[config.mk]
export PLATFORM = sky130hd
export DESIGN_NAME = uart_tx_arbiter
export DESIGN_NICKNAME = d
export VERILOG_FILES = /design/src/rtl/uart_tx_arbiter.sv
export SDC_FILE = /design/constraint.sdc
export NUM_CORES = 1
export LEC_CHECK = 0
export BUFFER_PORTS_ARGS = -buffer_cell sky130_fd_sc_hd__buf_2
export CAP_MARGIN = 20
export CORE_ASPECT_RATIO = 1.4
export CORE_MARGIN = 10
export CORE_UTILIZATION = 47
export CTS_CLUSTER_DIAMETER = 40
export DETAILED_ROUTE_END_ITERATION = 10
export PLACE_DENSITY = 0.79
export RECOVER_POWER = 25
export SETUP_SLACK_MARGIN = 0.05
export SLEW_MARGIN = 25
export SYNTH_ARGS = -nofsm -noshare
export SYNTH_HDL_FRONTEND = slang
export SYNTH_SLANG_ARGS = --single-unit
[constraint.sdc]
create_clock -name clk -period 2.13 [get_ports clk]
set_clock_uncertainty 0.05 [all_clocks]
set_input_delay 0.1065 -clock clk [delete_from_list [all_inputs] [get_ports clk]]
set_output_delay 0.1065 -clock clk [all_outputs]
set_load 0.005 [all_outputs]
[src/rtl/uart_tx_arbiter.sv]
// uart_tx_arbiter: message-atomic round-robin share of one UART TX core.
// Ports: clk; rst_n (async, active-high); req_valid/req_data/req_last/req_ready
// per requester; grant (one-hot owner); tx_start/tx_data/tx_busy to the UART
// core; timeout_evt. Optional stall timeout: define UART_ARB_TIMEOUT_EN.
module uart_tx_arbiter #(
  parameter int N_REQ          = 4,
  parameter int TIMEOUT_CYCLES = 50000
) (
  input  logic               clk,
  input  logic               rst_n,
  input  logic [N_REQ-1:0]   req_valid,
  input  logic [8*N_REQ-1:0] req_data,
  input  logic [N_REQ-1:0]   req_last,
  output logic [N_REQ-1:0]   req_ready,
  output logic [N_REQ-1:0]   grant,
  output logic               tx_start,
  output logic [7:0]         tx_data,
  input  logic               tx_busy,
  output logic               timeout_evt
);

  localparam int IW = (N_REQ > 1) ? $clog2(N_REQ) : 1;

  typedef enum logic [2:0] {
    S_IDLE,
    S_LOCKED,
    S_SEND,
    S_WAIT_BUSY,
    S_WAIT_DONE
  } state_t;

  state_t            state_q, state_d;
  logic [IW-1:0]     owner_q, owner_d;
  logic [IW-1:0]     last_owner_q, last_owner_d;
  logic [N_REQ-1:0]  grant_q, grant_d;
  logic [N_REQ-1:0]  ready_q, ready_d;
  logic [7:0]        data_q, data_d;
  logic              last_q, last_d;
  logic              start_q, start_d;
  logic              evt_q, evt_d;

  logic              lo_found, hi_found, win_found;
  logic [IW-1:0]     lo_idx, hi_idx, win_idx;
  logic [7:0]        sel_data;
  logic              sel_last;
  logic              accept;
  logic              tmo_hit;

  // Round robin: lowest valid index above last_owner, else lowest valid.
  // Scanning downward lets the last hit in each class be the lowest one.
  always_comb begin
    lo_found = 1'b0;
    hi_found = 1'b0;
    lo_idx   = '0;
    hi_idx   = '0;
    for (int i = N_REQ - 1; i >= 0; i--) begin
      if (req_valid[i]) begin
        lo_found = 1'b1;
        lo_idx   = IW'(i);
        if (i > int'(last_owner_q)) begin
          hi_found = 1'b1;
          hi_idx   = IW'(i);
        end
      end
    end
    win_found = lo_found;
    win_idx   = hi_found ? hi_idx : lo_idx;
  end

  always_comb begin
    sel_data = '0;
    sel_last = 1'b0;
    for (int i = 0; i < N_REQ; i++) begin
      if (grant_q[i]) begin
        sel_data = req_data[8*i +: 8];
        sel_last = req_last[i];
      end
    end
  end

  // ready_q only ever carries the owner's bit
  assign accept = (state_q == S_LOCKED) && |(req_valid & ready_q);

`ifdef UART_ARB_TIMEOUT_EN
  logic        sel_valid;
  logic [16:0] tmo_cnt_q;

  assign sel_valid = |(req_valid & grant_q);

  always_ff @(posedge clk or posedge rst_n) begin
    if (rst_n) begin
      tmo_cnt_q <= '0;
    end else if (state_q != S_LOCKED || accept) begin
      tmo_cnt_q <= '0;
    end else if (!sel_valid) begin
      tmo_cnt_q <= tmo_cnt_q + 17'd1;
    end
  end

  // fires on the TIMEOUT_CYCLES-th stalled cycle
  assign tmo_hit = (state_q == S_LOCKED) && !sel_valid &&
                   (tmo_cnt_q == 17'(TIMEOUT_CYCLES - 1));
`else
  assign tmo_hit = 1'b0;
`endif

  always_ff @(posedge clk or posedge rst_n) begin
    if (rst_n) state_q <= S_IDLE;
    else       state_q <= state_d;
  end

  always_comb begin
    state_d = state_q;
    unique case (state_q)
      S_IDLE:      if (win_found) state_d = S_LOCKED;
      S_LOCKED: begin
        if (accept)       state_d = S_SEND;
        else if (tmo_hit) state_d = S_IDLE;
      end
      S_SEND:      state_d = S_WAIT_BUSY;
      S_WAIT_BUSY: if (tx_busy) state_d = S_WAIT_DONE;
      S_WAIT_DONE: begin
        if (!tx_busy) state_d = last_q ? S_IDLE : S_LOCKED;
      end
      default:     state_d = S_IDLE;
    endcase
  end

  always_comb begin
    grant_d      = grant_q;
    owner_d      = owner_q;
    last_owner_d = last_owner_q;
    data_d       = data_q;
    last_d       = last_q;
    start_d      = 1'b0;
    evt_d        = 1'b0;
    ready_d      = '0;
    unique case (state_q)
      S_IDLE: begin
        if (win_found) begin
          owner_d = win_idx;
          grant_d = N_REQ'(1) << win_idx;
        end
      end
      S_LOCKED: begin
        if (accept) begin
          data_d  = sel_data;
          last_d  = sel_last;
          start_d = 1'b1;
        end else if (tmo_hit) begin
          grant_d      = '0;
          last_owner_d = owner_q;
          evt_d        = 1'b1;
        end
      end
      S_WAIT_DONE: begin
        if (!tx_busy && last_q) begin
          grant_d      = '0;
          last_owner_d = owner_q;
        end
      end
      default: ;
    endcase
    // Ready is registered; gating on tx_busy here keeps a frame still
    // running after reset from being overlapped by a new start.
    if (state_d == S_LOCKED && !tx_busy) begin
      ready_d = N_REQ'(1) << owner_d;
    end
  end

  always_ff @(posedge clk or posedge rst_n) begin
    if (rst_n) begin
      grant_q      <= '0;
      owner_q      <= '0;
      last_owner_q <= IW'(N_REQ - 1);
      ready_q      <= '0;
      data_q       <= 8'h00;
      last_q       <= 1'b0;
      start_q      <= 1'b0;
      evt_q        <= 1'b0;
    end else begin
      grant_q      <= grant_d;
      owner_q      <= owner_d;
      last_owner_q <= last_owner_d;
      ready_q      <= ready_d;
      data_q       <= data_d;
      last_q       <= last_d;
      start_q      <= start_d;
      evt_q        <= evt_d;
    end
  end

  assign grant       = grant_q;
  assign req_ready   = ready_q;
  assign tx_start    = start_q;
  assign tx_data     = data_q;
  assign timeout_evt = evt_q;

endmodule

==> results by group <==
Yosys
  – Post-Syn Instances: 153
  – Yosys top cell by area: dfrtp_1
  – Post-synth cell types: 47
  – Syn. warnings: 0
  – List of most frequent post-synthesis cells: dfrtp_1 (23), nand2_1 (15), nor2_1 (13), inv_1 (12), a31oi_1 (10)
  – Post-synthesis sequential area ratio: 0.429
  – Top-count cell post-synth: dfrtp_1
  – Syn nets: 196
  – Syn Area/Cell: 9.56 sq um
  – Top post-synthesis cells by area: dfrtp_1 (39%), a211o_1 (5.4%), a221oi_1 (5.4%), a31oi_1 (4.3%), nand2_1 (3.8%)
  – Yosys top cell area share: 0.393
  – Fraction of registers with async set/reset: 1.00
  – Synth Cell Area: 1460 sq um
  – Top_reg_cell synth: dfrtp_1
  – EDFF count, synth: 0
  – Post-synthesis register bit count: 25

Critical path
  – Setup crit start kind: flip-flop
  – Worst Reg2Reg Path Length in Cells: 4
  – R2r endpoint: req_ready[1]
  – Reg2Reg Launch Point: state_q[2]
  – CP arrival: 1.89 ns
  – Critical path capture point type: flip-flop
  – Flop-to-flop setup slack: 0.35 ns
  – Crit-path max FO: 8
  – Worst EP required: 2.24 ns
  – Crit Path Category: flip-flop to flip-flop

Pwr
  – Total Power: 0.00229 W
  – Leakage power: 0.880 nW
  – Worst VDD drop: 0.782 mV
  – PwrDens: 1260 nW/um^2

Timing
  – Period Utilization, post-route: 0.837
  – Final Max Slew Viols: 0
  – Fin Hold WS: 0.0377 ns
  – Worst setup margin: 0.348 ns
  – Worst slew pin tran: 1.30 ns
  – RSZ-0062 raised after global routing: no
  – Relative slew margins: 0.130
  – Setup tns final: 0 ns
  – Final setup fails: 0
  – Crit path time final: 1.78 ns
  – Hold Fails Final Rpt: 0
  – Max Clock Freq: 0.561 GHz

Clock tree
  – Root Buffer: clkbuf_8
  – H-tree depth: 1
  – Worst-path clk slew: 0.08 ns
  – CTS tree: built
  – Clock latency on the worst-skew pair: 0.27 ns
  – CTS Buf Count: 3
  – Clock Path Buffers: 2
  – Post-CTS sizing: 0
  – Post-CTS setup repair buffer count: 0
  – Clk sink count: 25

Floorplan
  – Die X: 67.1 um
  – Die Ht: 86.0 um
  – I/O Pins: 61
  – Die area: 5770 sq um
  – FP Rows: 23
  – Core area: 2940 sq um
  – Initial Util: 0.498

Hold path
  – Min-delay src: req_data[29]
  – Hold crit path type: primary input to flip-flop
  – Worst Hold Path EP: tx_data[5]
  – WHS Path Cells: 3

Finish
  – Share of cells above drive strength 1: 0.391
  – Layout area overhead: 24.3%
  – Nets: 251
  – Ant. Diodes: 0

GRT
  – First-pass GRT wire length: 6900 um
  – Gr usage total: 0.147
  – Initial antenna violation count: 0
  – Vias in the first global route: 1440
  – Grt ovf: 0
  – Largest net degree at the start of global routing: 26

Routing
  – First drt pass iteration count: 4
  – Wire per inst: 17.0 um
  – Antenna Nets Post-Route: 0
  – DRT iter0 DRCs: 121
  – Total routed wirelength: 4150 um
  – Vias post-DR: 1418
  – DRC viols: 0
  – Via density: 5.81

Outcome
  – Status: finished, final reports clean

Placement
  – Port Buf Inserts: 59
  – Detail Placement HPWL: 3360 um
  – Pre-CTS setup slack: 0.404 ns
  – GPL Wtd Cong: 0.891

Run
  – Max Cap Violations: 0
==> metrics by stage <==
step / std cells / cell area, sq um / utilization
2_1_floorplan: 153 / 1460 / -
3_3_place_gp: 239 / 1770 / 0.601
3_5_place_dp: 239 / 1770 / 0.601
4_1_cts: 244 / 1820 / 0.621
5_1_grt: 244 / 1820 / 0.619
6_report: 244 / 1820 / 0.619
==> metal layers <==
| layer | part of all wire | global-route usage |
|---|---|---|
| met1 | 0.38 | 0.164 |
| met2 | 0.48 | 0.245 |
| met3 | 0.11 | 0.0495 |
| met4 | 0.029 | 0.0637 |
| met5 | 0 | 0 |
==> sequential cells by signal (all words and copies together) (netlist names) <==
register      cells
grant             4
last_owner_q      2
last_q            1
owner_q           2
req_ready         4
state_q           3
tx_data           8
tx_start          1
==> cell usage in the layout (no fill, tap or decap), drive strengths merged, types with 2 or more instances in the layout <==
| master | n |
|---|---|
| nor3 | 2 |
| a21boi | 2 |
| buf | 60 |
| and3 | 2 |
| mux2i | 2 |
| or2 | 2 |
| a31o | 2 |
| a21oi | 2 |
| o22ai | 2 |
| dfrtp | 23 |
| nor2b | 3 |
| nor2 | 13 |
| a22oi | 2 |
| dfstp | 2 |
| inv | 12 |
| and2 | 3 |
| nand2 | 15 |
| a32o | 4 |
| nor3b | 2 |
| a31oi | 10 |
| clkbuf | 4 |
| mux2 | 2 |
| a211o | 9 |
| a21o | 2 |
| a221oi | 9 |
==> worst max-delay path, stage by stage (launching register included) <==
cell     delay (ns)
dfrtp_1        0.50
nor3_2         0.35
nand2_1        0.18
o31a_2         0.42
nor3b_2        0.17
==> how the worst max path moves through the flow <==
stage	from	to	slack, ns
2_1_floorplan	state_q[2]	req_ready[1]	0.56
3_3_place_gp	state_q[2]	req_ready[1]	0.42
3_5_place_dp	state_q[2]	req_ready[1]	0.40
4_1_cts	state_q[2]	req_ready[1]	0.35
5_1_grt	grant[1]	tx_data[1]	0.17
6_report	state_q[2]	req_ready[1]	0.35
==> area by class of cell <==
type | instances | area, sq um
multi-input cells | 104 | 736
fillers | 267 | 1120
clock inverters | 1 | 5.00
clock buffers | 3 | 41.3
inverters | 12 | 45.0
flip-flops and latches | 25 | 628
well taps | 37 | 46.3
repair buffers | 62 | 317
==> report_power, final <==
part           total [W]  internal, W  switching [W]  leakage [nW]
clock           0.000276     0.000131       0.000145        0.0255
sequential      0.000931     0.000684       0.000247         0.305
combinational    0.00109     0.000561       0.000526         0.549
total            0.00229      0.00138       0.000918         0.880
==> repair_timing <==
item | 4_1_cts | 5_1_grt
setup endpoints to repair | 0 | 0
endpoints found under the hold margin | 23 | 0
hold buffers | 1 | 0
==> cells by family (layout without fill, tap and decap cells) <==
logic type             after synthesis  count (layout)  share of synthesized area
buffers and inverters               24              78                     0.0676
muxes                                4               4                     0.0291
AOI/OAI and AO/OA                   52              52                      0.300
and+or+nand+nor                     47              47                      0.171
other                                1               1                    0.00256
DFF                                 25              25                      0.429
Note: power is estimated with default switching activity, not from simulation.
